<file path="src/rtl/adder_pkg.sv">
// Shared sizing constants and the registered status-flag bundle for the adder datapath.
package adder_pkg;

    localparam int unsigned ADDER_WIDTH = 32;
    localparam int unsigned CLA_GROUP   = 4;
    localparam int unsigned NUM_GROUPS  = ADDER_WIDTH / CLA_GROUP;
    localparam int unsigned LA_BLOCK    = 4;

    typedef struct packed {
        logic ov;
        logic zf;
        logic nf;
        logic cf;
    } flags_t;

endpackage

</file>
<file path="src/rtl/full_adder1_cla4.sv">
// 4-bit carry-lookahead slice: sum bits, group generate/propagate, carry out,
// and the carry into bit 3 (used by the top slice for signed overflow).
module cla4
    import adder_pkg::*;
(
    input  logic [CLA_GROUP-1:0] a,
    input  logic [CLA_GROUP-1:0] b,
    input  logic                 ci,
    output logic [CLA_GROUP-1:0] s,
    output logic                 G,
    output logic                 P,
    output logic                 co,
    output logic                 c3
);

    logic [3:0] p;
    logic [3:0] g;
    logic [3:0] c;

    always_comb begin
        p    = a ^ b;
        g    = a & b;
        c[0] = ci;
        c[1] = g[0] | (p[0] & ci);
        c[2] = g[1] | (p[1] & g[0]) | (p[1] & p[0] & ci);
        c[3] = g[2] | (p[2] & g[1]) | (p[2] & p[1] & g[0]) | (p[2] & p[1] & p[0] & ci);
        G    = g[3] | (p[3] & g[2]) | (p[3] & p[2] & g[1]) | (p[3] & p[2] & p[1] & g[0]);
        P    = &p;
        co   = G | (P & ci);
        s    = p ^ c;
        c3   = c[3];
    end

endmodule

</file>
<file path="src/rtl/full_adder1.sv">
// Registered WIDTH-bit adder with carry-in: two-level carry lookahead over cla4
// slices, one output register holding sum, carry and OV/ZF/NF/CF flags.
module full_adder1
    import adder_pkg::*;
#(
    parameter int unsigned WIDTH = ADDER_WIDTH
) (
    input  logic             Clk,
    input  logic             Rst,
    input  logic [WIDTH-1:0] Num_1,
    input  logic [WIDTH-1:0] Num_2,
    input  logic             Cin,
    output logic [WIDTH-1:0] Sum,
    output logic             Cout,
    output logic             OV,
    output logic             ZF,
    output logic             NF,
    output logic             CF
);

    localparam int unsigned GROUPS = WIDTH / CLA_GROUP;

    logic [GROUPS-1:0] grp_g;
    logic [GROUPS-1:0] grp_p;
    logic [GROUPS-1:0] co_v;
    logic [GROUPS-1:0] c3_v;
    logic [GROUPS:0]   gc;
    logic [WIDTH-1:0]  sum_d;
    logic              cout_d;
    logic              msb_cin;
    logic              unused_ok;

    logic [WIDTH-1:0]  sum_q;
    logic              cout_q;
    flags_t            flags_q;

    for (genvar gi = 0; gi < GROUPS; gi++) begin : g_slice
        cla4 u_cla4 (
            .a  (Num_1[gi*CLA_GROUP +: CLA_GROUP]),
            .b  (Num_2[gi*CLA_GROUP +: CLA_GROUP]),
            .ci (gc[gi]),
            .s  (sum_d[gi*CLA_GROUP +: CLA_GROUP]),
            .G  (grp_g[gi]),
            .P  (grp_p[gi]),
            .co (co_v[gi]),
            .c3 (c3_v[gi])
        );
    end

    // Lookahead across groups within each LA_BLOCK-group block; the block's
    // carry-in is the previous block's last group carry, so blocks ripple.
    always_comb begin
        logic        term;
        logic        prod;
        int unsigned base;
        gc    = '0;
        gc[0] = Cin;
        for (int unsigned k = 0; k < GROUPS; k++) begin
            base = (k / LA_BLOCK) * LA_BLOCK;
            term = gc[base];
            for (int unsigned j = base; j <= k; j++) begin
                term = term & grp_p[j];
            end
            for (int unsigned j = base; j <= k; j++) begin
                prod = grp_g[j];
                for (int unsigned m = j + 1; m <= k; m++) begin
                    prod = prod & grp_p[m];
                end
                term = term | prod;
            end
            gc[k+1] = term;
        end
    end

    assign cout_d    = gc[GROUPS];
    assign msb_cin   = c3_v[GROUPS-1];
    assign unused_ok = &{1'b0, co_v};

    always_ff @(posedge Clk) begin
        if (Rst) begin
            sum_q   <= '0;
            cout_q  <= 1'b0;
            flags_q <= '0;
        end else begin
            sum_q      <= sum_d;
            cout_q     <= cout_d;
            flags_q.ov <= msb_cin ^ cout_d;
            flags_q.zf <= (sum_d == '0);
            flags_q.nf <= sum_d[WIDTH-1];
            flags_q.cf <= cout_d;
        end
    end

    assign Sum  = sum_q;
    assign Cout = cout_q;
    assign OV   = flags_q.ov;
    assign ZF   = flags_q.zf;
    assign NF   = flags_q.nf;
    assign CF   = flags_q.cf;

endmodule

</file>
<file path="config.mk">
export PLATFORM = sky130hd
export DESIGN_NAME = full_adder1
export DESIGN_NICKNAME = d
export VERILOG_FILES = /design/src/rtl/adder_pkg.sv /design/src/rtl/full_adder1_cla4.sv /design/src/rtl/full_adder1.sv
export SDC_FILE = /design/constraint.sdc
export NUM_CORES = 1
export LEC_CHECK = 0
export BUFFER_PORTS_ARGS = -buffer_cell sky130_fd_sc_hd__buf_4
export CORE_UTILIZATION = 30
export DETAILED_ROUTE_END_ITERATION = 10
export GPL_ROUTABILITY_DRIVEN = 0
export GPL_TIMING_DRIVEN = 0
export HOLD_SLACK_MARGIN = 0.08
export SLEW_MARGIN = 20
export SYNTH_ARGS = -nofsm -noshare
export SYNTH_HDL_FRONTEND = slang
export SYNTH_HIERARCHICAL = 1
export SYNTH_SLANG_ARGS = --single-unit
</file>
<file path="constraint.sdc">
create_clock -name Clk -period 2.8 [get_ports Clk]
set_clock_uncertainty 0.05 [all_clocks]
set_input_delay 0.42 -clock Clk [delete_from_list [all_inputs] [get_ports Clk]]
set_output_delay 0.42 -clock Clk [all_outputs]
set_load 0.05 [all_outputs]
</file>
After elaboration in Yosys (flattened, before gate mapping)
Index checks and enable logic that the tools add are counted.
{"block": "op_classes", "bitwise_logic": 249, "reduce_logical": 9}
{"cell": "1-bit bitwise AND", "count": 132}
{"cell": "1-bit bitwise OR", "count": 92}
{"cell": "4-bit bitwise XOR", "count": 16}
{"cell": "4-bit bitwise AND", "count": 8}
{"cell": "32-bit zero test", "count": 1}
{"cell": "4-bit AND reduction", "count": 8}
{"cell": "1-bit bitwise XOR", "count": 1}
{"block": "word_totals", "register_bits": 36, "wordCells": 263, "input_bits": 67, "out_inout_bits": 37}

Depth between registers and ports, before layout
Gate-level depths: netlist of the first run.
{"block": "logic_depth", "depth_word": 22, "ltp_mapped": 15}

By module
The synthesis of the first run kept the hierarchy.
{"module": "cla4", "cells_each": 22, "instances": 8, "seq_area_each_um2": 0.0, "area_each_um2": 182.7}
{"module": "full_adder1", "cells_each": 108, "instances": 1, "seq_area_each_um2": 700.7, "area_each_um2": 1157.4}

Worst setup path after synthesis of the first run
Ideal clock, no wire load.
{"block": "synth_timing", "path_kind": "input-to-reg", "from": "input Num_1[2]", "to": "register flags_q (netlist bit ZF)", "path_slack_ns": -0.129, "arrival_time_ns": 2.802, "cell_stages": 15, "setup_time_ns": 0.078, "t_required_ns": 2.672, "path_cell_list": "ha_1 a21oi_2 nand2_1 a21o_1 a21o_1 nand4_1 nand3_2 nor3_1 o21bai_1 a41oi_1 o21ai_2 xor2_1 nor4_1 nand4_1 nor3_1"}
{"item": "from (decl)", "line": "full_adder1.sv:10", "text": "input logic [WIDTH-1:0] Num_1,"}
{"item": "4-bit bitwise AND or 4-bit bitwise XOR (tied branches)", "line": "full_adder1_cla4.sv:22, full_adder1_cla4.sv:21"}
{"item": "1-bit bitwise AND", "line": "full_adder1_cla4.sv:27", "text": "G = g[3] | (p[3] & g[2]) | (p[3] & p[2] & g[1]) | (p[3] & p[2] & p[1] & g[0]);"}
{"item": "1-bit bitwise OR or 1-bit bitwise AND (tied branches) (2 in series)", "line": "full_adder1_cla4.sv:27"}
{"item": "1-bit bitwise OR (*)", "line": "full_adder1_cla4.sv:27"}
{"item": "named net grp_g[0]", "line": "full_adder1.sv:23", "text": "logic [GROUPS-1:0] grp_g;"}
{"item": "1-bit bitwise OR (*)"}
{"item": "named net gc[1]", "line": "full_adder1.sv:27", "text": "logic [GROUPS:0] gc;"}
{"item": "1-bit bitwise AND, on equally long branches", "line": "full_adder1_cla4.sv:24, full_adder1_cla4.sv:25, full_adder1_cla4.sv:26"}
{"item": "1-bit bitwise OR, on equally long branches", "line": "full_adder1_cla4.sv:24, full_adder1_cla4.sv:25, full_adder1_cla4.sv:26"}
{"item": "4-bit bitwise XOR (*)", "line": "full_adder1_cla4.sv:30", "text": "s = p ^ c;"}
{"item": "32-bit zero test (*)", "line": "full_adder1.sv:88", "text": "flags_q.zf <= (sum_d == '0);"}
{"item": "to (decl)", "line": "full_adder1.sv:35", "text": "flags_t flags_q;"}
Mark *: on every way through the listed nets, which the timed path passes. The rest lies on a longest branch.
A chain may end at the register's enable or synchronous reset.

Final worst setup path of the first run
{"block": "layout_timing", "from": "input Num_1[9]", "to": "register flags_q (netlist bit ZF)"}
{"item": "4-bit bitwise AND or 4-bit bitwise XOR (tied branches)", "line": "full_adder1_cla4.sv:22, full_adder1_cla4.sv:21"}
{"item": "1-bit bitwise AND", "line": "full_adder1_cla4.sv:27"}
{"item": "1-bit bitwise OR or 1-bit bitwise AND (tied branches)", "line": "full_adder1_cla4.sv:27"}
{"item": "1-bit bitwise OR (*)", "line": "full_adder1_cla4.sv:27"}
{"item": "named net grp_g[2]", "line": "full_adder1.sv:23"}
{"item": "1-bit bitwise AND (*)", "line": "full_adder1.sv:67", "text": "prod = prod & grp_p[m];"}
{"item": "1-bit bitwise OR (*) (2 in series)", "line": "full_adder1.sv:69", "text": "term = term | prod;"}
{"item": "named net gc[4]", "line": "full_adder1.sv:27"}
{"item": "1-bit bitwise AND (*)"}
{"item": "1-bit bitwise AND (*)", "line": "full_adder1.sv:62", "text": "term = term & grp_p[j];"}
{"item": "1-bit bitwise OR (*) (2 in series)", "line": "full_adder1.sv:69"}
{"item": "named net gc[6]", "line": "full_adder1.sv:27"}
{"item": "1-bit bitwise AND (*)", "line": "full_adder1_cla4.sv:25", "text": "c[2] = g[1] | (p[1] & g[0]) | (p[1] & p[0] & ci);"}
{"item": "1-bit bitwise OR (*)", "line": "full_adder1_cla4.sv:25"}
{"item": "4-bit bitwise XOR (*)", "line": "full_adder1_cla4.sv:30"}
{"item": "named net sum_d[26]", "line": "full_adder1.sv:28", "text": "logic [WIDTH-1:0] sum_d;"}
{"item": "32-bit zero test (*)", "line": "full_adder1.sv:88"}
Marked as above.

==> results of run 1 <==
[registers in the layout, summed over array words and instances, names as in the netlist]
signal	cells
Sum	32
ZF	1
CF	1
OV	1
[routing by layer]
metal | global-route usage, % | share of wire [%] | vias up
met4 | 2.051 | 0.44 | 0
met2 | 26.99 | 53 | 64
met1 | 18.33 | 42 | 1113
met3 | 2.818 | 4.9 | 4
li1 | - | - | 1198
met5 | 0 | 0 | -
[power breakdown]
group	leakage, nW	internal (mW)	total, mW	switching (mW)
logic	1.62	0.453	1.06	0.606
registers	0.291	0.567	0.590	0.0233
clock network	0.0371	0.166	0.325	0.159
total	1.94	1.19	1.97	0.789
[metrics by stage]
stage	setup slack [ns]	area (µm²)	setup TNS (ns)	util, %
5_1_grt	-0.1999	4063	-0.1999	49.44
4_1_cts	-0.09201	3872	-0.09201	47.13
6_report	-0.01581	4063	-0.01581	49.44
3_5_place_dp	-0.7462	3506	-2.776	42.67
2_1_floorplan	0.009599	2601	0	-
3_3_place_gp	-0.7285	3506	-2.309	42.67
[critical path: stages]
cell      delay, ns
buf_4          0.12
ha_4           0.26
a21oi_4        0.13
o21bai_1       0.07
a21o_1         0.20
a21oi_2        0.20
nand3_4        0.13
nor3_4         0.22
buf_6          0.14
a21oi_4        0.04
a21o_1         0.17
a21oi_2        0.16
xnor2_2        0.09
nor4_2         0.30
nand4_1        0.14
nor3_2         0.18
[layout make-up]
class,instances,area (µm²),area share (%)
timing repair buffer,120,915.9,22.54
buffer,5,26.28,0.6468
sequential,35,700.7,17.25
multi-input combinational,197,2069,50.94
tap,105,131.4,3.234
inverter,39,146.4,3.603
clock buffer,6,72.57,1.786
[worst min-delay path by stage]
stage               startpoint  cells past startpoint       to  slack (ns)
global route               Rst                      2  Sum[20]        0.33
CTS                        Rst                      2  Sum[20]        0.33
global placement           Rst                      2  Sum[20]        0.62
finish                     Rst                      2  Sum[20]        0.33
detailed placement         Rst                      2  Sum[31]        0.62
floorplan                  Rst                      1  Sum[19]        0.44
[repair_timing]
action / in CTS / in global routing
buffers inserted: 12 / 5
gates cloned: 0 / 0
resized for setup: 31 / 28
setup endpoints to repair: 1 / 1
hold buffers: 0 / 0
pin swaps: 19 / 20
==> key figures, run 1 <==
STA
  – F_max: around 360 MHz
  – Final period utilization: 100.6%
  – Final setup fails: 1
  – Final setup margin: -0.01581 ns
  – Final Hold Vio Count: 0
  – RSZ-0062 raised after global routing: yes
  – Final min period: 2.816 ns
  – Worst rel slew slack: between 60% and 70%
  – Actual slew at the worst max-slew pin: 0.4745 ns
  – Pins over their slew limit: 0
  – Hold Slack: 0.3308 ns

Logic synthesis
  – Syn. warnings: 6
  – Gate Count Post-Synth: 276
  – Synth Area per Inst: between 9 and 10 µm²
  – Syn Nets: 383
  – Mapped Area: 0.002559 mm²

Clocking
  – CTS max path bufs: 2
  – CTS Buf Count: 5
  – Root buf cell: clkbuf_8
  – CTS tree: yes
  – Clock-pin slew of the registers on the worst-case setup and hold paths: 0.07 ns
  – Sink Count: 35
  – H-tree levels: 2

Routing
  – Via count: 2,379
  – Wire per inst: approximately 13 µm
  – Number of antenna-violating nets in the routed design: 0
  – First-pass iteration count of the detailed router: 5
  – Via density: 4.692
  – Drt first-iter violations: 50
  – WL final: around 6600 µm
  – DRC Markers: 0

GRT
  – Antenna violations before repair: 0
  – First-pass GRT wire length: 10,340 µm
  – Largest net degree at the start of global routing: 11
  – Global route overflow: 0
  – Via count of the first global-routing pass: 2,274
  – GRT Total Usage: about 15%

Power
  – Tot Pwr: between 1.5 and 2 mW
  – P_leak: 1.945 nW
  – Peak VDD IR: 0.1483 mV
  – PD cells: 485.9 mW/mm²

Floorplanning
  – Die H: 94.35 µm
  – Die ar.: 0.008902 mm²
  – I/O pin count: 104
  – Initial Util: 31.14%
  – Placement row count: 33
  – Die width: ~94 µm
  – Core Region: 0.008217 mm²

Run status
  – Outcome: finished, violations left
  – Failing checks: negative setup slack

Place
  – Buffers on Ports: 103
  – Placed instance count: 484
  – DP HPWL: roughly 5300 µm

Worst hold path
  – Hold Crit Class: in2reg

Layout
  – Area grow syn2layout: 58.78%
  – Final cell count without fillers: between 500 and 600
  – Filler instances: 774
  – Diodes inserted: 0
  – Most frequent cells in the layout: 118 x buf_4, 35 x dfxtp_1, 35 x inv_1
  – Nets: 510
  – Most common cell after layout, fill and taps aside: buf_4
  – Share of cells above drive strength 1: 48.51%

Setup path
  – Critical Path RT: 2.96 ns
  – Critical-path maximum fanout: 5
  – Arrival time at the worst endpoint: 2.97 ns
  – Startpoint Class: input pin
  – Setup Crit Path Kind: in2reg
  – Critical Path End: ZF
  – CP Launch Point: Num_1[9]
  – Critical Path Sink Type: flip-flop

Job
  – Max Cap Violations: 0
Note: power is estimated with default switching activity, not from simulation.
==> run 2: changes to the inputs <==
ABC_AREA = 1   (was unset)
==> run 2 against run 1 <==
  * The flow now finishes without violations
  * Cell count is 34% higher
  * Maximum frequency increased by 5.9%
  * Global-route usage shrank 0.32 points
  * Setup slack improved by 0.16 ns
  * Clock power up 22%
  * Critical endpoint unchanged
  * Sequential share of layout area down 1.4 points
  * Combinational power is essentially flat
  * Largest power group unchanged
  * Cell area grew 9.1%
  * Via count up 24%
  * Die area rose by 14%
  * First-iteration DRC count is 10% lower
  * Highest routed layer unchanged
==> key figures, run 2 <==
Power
  – Clock share of power: 19.3% (+2.8 points)
  – P_leak: 2.454 nW (+26%)
  – Switch Pwr: 0.8419 mW (+6.7%)
  – Sw frac: 41.09% (+1.1 points)
  – Logic pwr share: 52.5% (-1.1 points)
  – Sequential power share: 28.2% (-1.7 points)
  – Peak VDD IR: 0.2064 mV (+39%)
  – Int Power: 1.207 mW (+1.9%)
  – PD cells: 462.2 mW/mm² (-4.9%)

Logic synthesis
  – Synth Area per Inst: 6.862 µm² (-26%)
  – Syn. warnings: 6 (unchanged)
  – Mapped Area: 0.002917 mm² (+14%)
  – Gate Count Post-Synth: 425 (+54%)
  – Syn Nets: 532 (+39%)

Layout
  – Area grow syn2layout: 51.99%
  – Share of cells above drive strength 1: 39.49% (-9.0 points)
  – Most common cell after layout, fill and taps aside: buf_4
  – Diodes inserted: 0 (unchanged)
  – Post-Route Utilization: 47.53% (-1.9 points)
  – Nets: 658 (+29%)
  – Most frequent cells in the layout: 112 x buf_4, 88 x inv_1, 55 x nand2_1
  – Max FFs per register: 32 (unchanged)
  – Final cell count without fillers: 681 (+34%)

STA
  – Worst rel slew slack: 66.76% (-1.6 points)
  – Final Hold Vio Count: 0 (unchanged)
  – Pins over their slew limit: 0 (unchanged)
  – Actual slew at the worst max-slew pin: 0.4986 ns (+0.02403 ns)
  – F_max: 376.2 MHz (+5.9%)
  – Final min period: 2.658 ns (-0.1577 ns)
  – Final setup fails: 0 (-1)
  – Final period utilization: 94.93% (-5.6 points)

Setup path
  – Cells along the critical path: buf_4 > ha_4 > nand2_2 > nor2_4 > buf_6 > nand3_4 > nand4_4 > nand2_2 > nand2_4 > nand2_4 > nand2_2 > nand3_2 > nand2_4 > inv_2 > fa_1 > inv_2 > nor4_4 > nand4_1 > nor3_1
  – Setup Crit Path Kind: in2reg
  – Max stage delay on crit path: 0.51 ns (+0.21 ns)
  – Critical Path Sink Type: flip-flop
  – CP Launch Point: Num_1[5]
  – Critical Path RT: 2.95 ns (about the same)
  – WP buf/inv: 4 (+2)
  – Critical-path maximum fanout: 5 (unchanged)
  – Startpoint Class: input pin
  – Crit-path slowest cell: fa_1
  – Crit-path leading delay family: simple AND/OR/NAND/NOR gates
  – Arrival time at the worst endpoint: 2.81 ns (-0.16 ns)

Clocking
  – CTS Buf Count: 5 (unchanged)
  – Root buf cell: clkbuf_8
  – H-tree levels: 2 (unchanged)
  – # hold bufs at CTS: 0 (unchanged)
  – Sink Count: 35 (unchanged)
  – CTS tree: yes
  – Clock-pin slew of the registers on the worst-case setup and hold paths: 0.07 ns (about the same)
  – CTS max path bufs: 2 (unchanged)

Place
  – Buffers on Ports: 102 (-0.97%)
  – Placed instance count: 656 (+36%)
  – DP HPWL: 5809 µm (+9.1%)

GRT
  – First-pass GRT wire length: 11,780 µm (+14%)
  – Via count of the first global-routing pass: 2,852 (+25%)
  – Global route overflow: 0 (unchanged)
  – GRT Total Usage: 14.49% (-0.32 points)
  – Antenna violations before repair: 0 (unchanged)
  – Largest net degree at the start of global routing: 11 (unchanged)

Routing
  – Wire per inst: 10.77 µm (-18%)
  – Via density: 4.348 (-7.3%)
  – WL final: 7333 µm (+10%)
  – Number of antenna-violating nets in the routed design: 0 (unchanged)
  – First-pass iteration count of the detailed router: 4 (-1)
  – Drt first-iter violations: 45 (-10%)
  – DRC Markers: 0 (unchanged)
  – Via count: 2,961 (+24%)

Worst hold path
  – Hold Crit Class: in2reg
  – Hold path start: Rst

Floorplanning
  – Core Region: 0.009328 mm² (+14%)
  – Initial Util: 31.27% (+0.13 points)
  – Die ar.: 0.01012 mm² (+14%)
  – I/O pin count: 104 (unchanged)
  – Placement row count: 35 (+6.1%)
  – Die width: 100.6 µm (+6.6%)
  – Die H: 100.6 µm (+6.6%)

Run status
  – Outcome: completed

Job
  – Max Cap Violations: 0 (unchanged)
-- run 2: worst paths after layout --
kind | endpoint | slack (ns) | cells past startpoint
worst min-delay path | Sum[19] | 0.42 | 2
worst max-delay path | ZF | 0.14 | 19
-- run 2: timing repair --
item,in CTS,in global routing
endpoints found under the setup margin,1,1
gates resized for setup,23,41
pin swaps,13,33
buffers inserted,6,12
-- run 2: cell type report --
class / instances / area, µm²
inverter: 95 / 356.6
tap: 129 / 161.4
clock buffer: 8 / 100.1
timing repair buffer: 119 / 927.1
fill: 909 / 4895
sequential: 35 / 700.7
multi-input combinational: 289 / 2157
buffer: 6 / 30.03
-- run 2: per-stage QoR --
stage	hold slack, ns	TNS [ns]	setup slack [ns]	power (mW)	cell area, µm²
2_1_floorplan	0.6473	0	0.008917	1.249	2920
3_3_place_gp	0.7190	-0.6429	-0.5190	1.508	3847
3_5_place_dp	0.7274	-0.7986	-0.5398	1.521	3847
4_1_cts	0.4250	0	0.004547	1.984	4184
5_1_grt	0.5020	-0.02219	-0.02219	2.201	4433
6_report	0.4199	0	0.1419	2.049	4433
-- run 2: layer usage --
metal	up-vias	GRT usage, %	part of all wire (%)
met1	1312	15.43	40
met4	0	2.787	1.0
met3	9	3.745	7.0
met2	83	28.50	52
li1	1557	-	-
met5	-	0	0
-- run 2: power by group through the flow --
stage | Combinational, mW | Clock, mW | Sequential, mW
6_report | 1.08 | 0.395 | 0.579
5_1_grt | 1.18 | 0.435 | 0.585
4_1_cts | 0.988 | 0.416 | 0.580
3_5_place_dp | 0.930 | 0 | 0.592
3_3_place_gp | 0.916 | 0 | 0.592
2_1_floorplan | 0.442 | 0 | 0.807
==> run 3: changes to the inputs <==
CORE_UTILIZATION = 46   (was 30)
CTS_CLUSTER_SIZE = 24   (was unset)
PLACE_DENSITY = 0.77   (was unset)
==> run 3 against run 2 <==
  * The flow now finishes with violations (negative setup slack)
  * Largest power group unchanged
  * Clock power down 10%
  * Highest routed layer unchanged
  * Combinational power about the same
  * Cell count down 7.3%
  * Global-route usage up 5.6 points
  * Total power down 2.3%
  * Sequential share of layout area up 0.36 points
  * Flip-flop and latch count unchanged
  * Hold slack better by 0.032 ns
  * Setup slack worse by 0.24 ns
==> key figures, run 3 (synthesis gave the netlist of run 2 again) <==
Clocking
  – CTS tree: yes
  – # hold bufs at CTS: 0 (unchanged)
  – CTS Buf Count: 5 (unchanged)
  – CTS max path bufs: 2 (unchanged)
  – Clock-pin slew of the registers on the worst-case setup and hold paths: 0.06 ns (about the same)
  – Root buf cell: clkbuf_8
  – Sink Count: 35 (unchanged)
  – H-tree levels: 2 (unchanged)

Run status
  – Outcome: finished, violations left
  – Failing checks: negative setup slack

Routing
  – Via density: 4.846 (+11%)
  – Number of antenna-violating nets in the routed design: 0 (unchanged)
  – WL final: 7410 µm (+1.1%)
  – Via count: 3,058 (+3.3%)
  – Drt first-iter violations: 119 (+160%)
  – First-pass iteration count of the detailed router: 4 (unchanged)
  – DRC Markers: 0 (unchanged)
  – Wire per inst: 11.74 µm (+9.1%)

Layout
  – Most frequent cells in the layout: 120 x buf_4, 92 x inv_1, 57 x nand2_1
  – Share of cells above drive strength 1: 38.31% (-1.2 points)
  – Area grow syn2layout: 48.61%
  – Max FFs per register: 32 (unchanged)
  – Diodes inserted: 0 (unchanged)
  – Nets: 663 (+0.76%)
  – Post-Route Utilization: 71.93% (+24 points)
  – Final cell count without fillers: 631 (-7.3%)
  – Most common cell after layout, fill and taps aside: buf_4

Power
  – PD cells: 462.1 mW/mm² (about the same)
  – Switch Pwr: 0.8233 mW (-2.2%)
  – Sw frac: 41.10% (about the same)
  – Logic pwr share: 53.5% (+1.0 points)
  – Int Power: 1.180 mW (-2.3%)
  – P_leak: 2.465 nW (+0.45%)
  – Peak VDD IR: 0.2962 mV (+44%)
  – Sequential power share: 28.8% (+0.6 points)
  – Clock share of power: 17.6% (-1.7 points)

Worst hold path
  – Hold Path Stages: 2 (unchanged)
  – Hold Crit Class: in2reg
  – Hold path start: Rst
  – Hold Path End: Sum[31]

Floorplanning
  – Initial Util: 48.40% (+17 points)
  – Die ar.: 0.006663 mm² (-34%)
  – Placement row count: 28 (-20%)
  – I/O pin count: 104 (unchanged)
  – Core Region: 0.006026 mm² (-35%)
  – Die H: 81.63 µm (-19%)
  – Die width: 81.63 µm (-19%)

GRT
  – Global route overflow: 0 (unchanged)
  – Via count of the first global-routing pass: 2,728 (-4.3%)
  – Antenna violations before repair: 0 (unchanged)
  – First-pass GRT wire length: 10,610 µm (-10%)
  – Largest net degree at the start of global routing: 11 (unchanged)
  – GRT Total Usage: 20.10% (+5.6 points)

Setup path
  – Setup Crit Path Kind: in2reg
  – Critical-path maximum fanout: 4 (-1)
  – Startpoint Class: input pin
  – Critical Path RT: 2.95 ns (about the same)
  – Critical Path Sink Type: flip-flop
  – Arrival time at the worst endpoint: 3.05 ns (+0.24 ns)

STA
  – RSZ-0062 raised after global routing: yes
  – Final period utilization: 103.7% (+8.7 points)
  – Final min period: 2.902 ns (+0.2441 ns)
  – Final setup fails: 1 (+1)
  – Final Hold Vio Count: 0 (unchanged)
  – Actual slew at the worst max-slew pin: 0.3928 ns (-0.1057 ns)
  – F_max: 344.6 MHz (-8.4%)
  – Final setup margin: -0.1022 ns (-0.2441 ns)
  – Pins over their slew limit: 0 (unchanged)
  – Worst rel slew slack: 73.57% (+6.8 points)
  – Setup TNS: -0.1022 ns (-0.1022 ns)

Job
  – Max Cap Violations: 0 (unchanged)

Place
  – Placed instance count: 602 (-8.2%)
  – DP HPWL: 5447 µm (-6.2%)
  – Buffers on Ports: 102 (unchanged)
## run 3: how the worst max path moves through the flow
stage | start | end | slack [ns] | cells past startpoint
floorplan | Num_1[2] | ZF | 0.009 | 18
detailed placement | Num_1[2] | ZF | -0.56 | 17
CTS | Num_2[2] | ZF | 0.02 | 19
finish | Num_1[1] | ZF | -0.10 | 18
global placement | Num_1[2] | ZF | -0.47 | 17
global route | Num_1[1] | ZF | -0.21 | 18
## run 3: routing by layer
| layer | global-route usage [%] | routed length [µm] | up-vias |
|---|---|---|---|
| met2 | 40.00 | 3982 | 92 |
| met1 | 21.97 | 2947 | 1386 |
| li1 | - | - | 1568 |
| met3 | 3.000 | 369 | 12 |
| met5 | 0 | 0 | - |
| met4 | 4.561 | 110 | 0 |
## run 3: layout make-up
class | instances | area [µm²]
Buffer | 6 | 30.03
Clock buffer | 6 | 82.58
Clock inverter | 1 | 5.005
Fill cell | 486 | 1692
Inverter | 95 | 356.6
Multi-Input combinational cell | 289 | 2112
Sequential cell | 35 | 700.7
Tap cell | 75 | 93.84
Timing Repair Buffer | 124 | 953.4
## run 3: per-stage QoR
step | cell area [µm²] | power, mW | hold slack [ns] | worst slack [ns]
2_1_floorplan | 2920 | 1.249 | 0.6473 | 0.008917
3_3_place_gp | 3780 | 1.491 | 0.7148 | -0.4693
3_5_place_dp | 3780 | 1.512 | 0.7243 | -0.5590
4_1_cts | 3993 | 1.898 | 0.4498 | 0.02406
5_1_grt | 4334 | 2.143 | 0.4643 | -0.2090
6_report | 4334 | 2.003 | 0.4524 | -0.1022
## run 3: worst max-delay path, stage by stage
cell	delay (ns)
buf_4	0.12
ha_4	0.28
nand2_2	0.06
inv_1	0.09
o21bai_1	0.07
nand2_1	0.12
nand3_2	0.12
nand4_4	0.13
nand2_2	0.07
nand2_4	0.10
nand2_4	0.07
a21boi_2	0.18
inv_2	0.06
fa_2	0.40
xnor2_4	0.17
nor4_4	0.29
nand4_1	0.13
nor3_2	0.18
## run 3: what timing repair did
action                     CTS  global route
setup endpoints to repair    1             1
resized for setup           14            35
buffers inserted             2            20
gates cloned                 0             0
pin swaps                    4            36
## run 3: power groups by stage
stage / Sequential (mW) / Combinational (mW) / Clock [mW]
3_5_place_dp: 0.589 / 0.923 / 0
5_1_grt: 0.583 / 1.17 / 0.386
3_3_place_gp: 0.588 / 0.903 / 0
2_1_floorplan: 0.807 / 0.442 / 0
4_1_cts: 0.578 / 0.957 / 0.363
6_report: 0.577 / 1.07 / 0.354
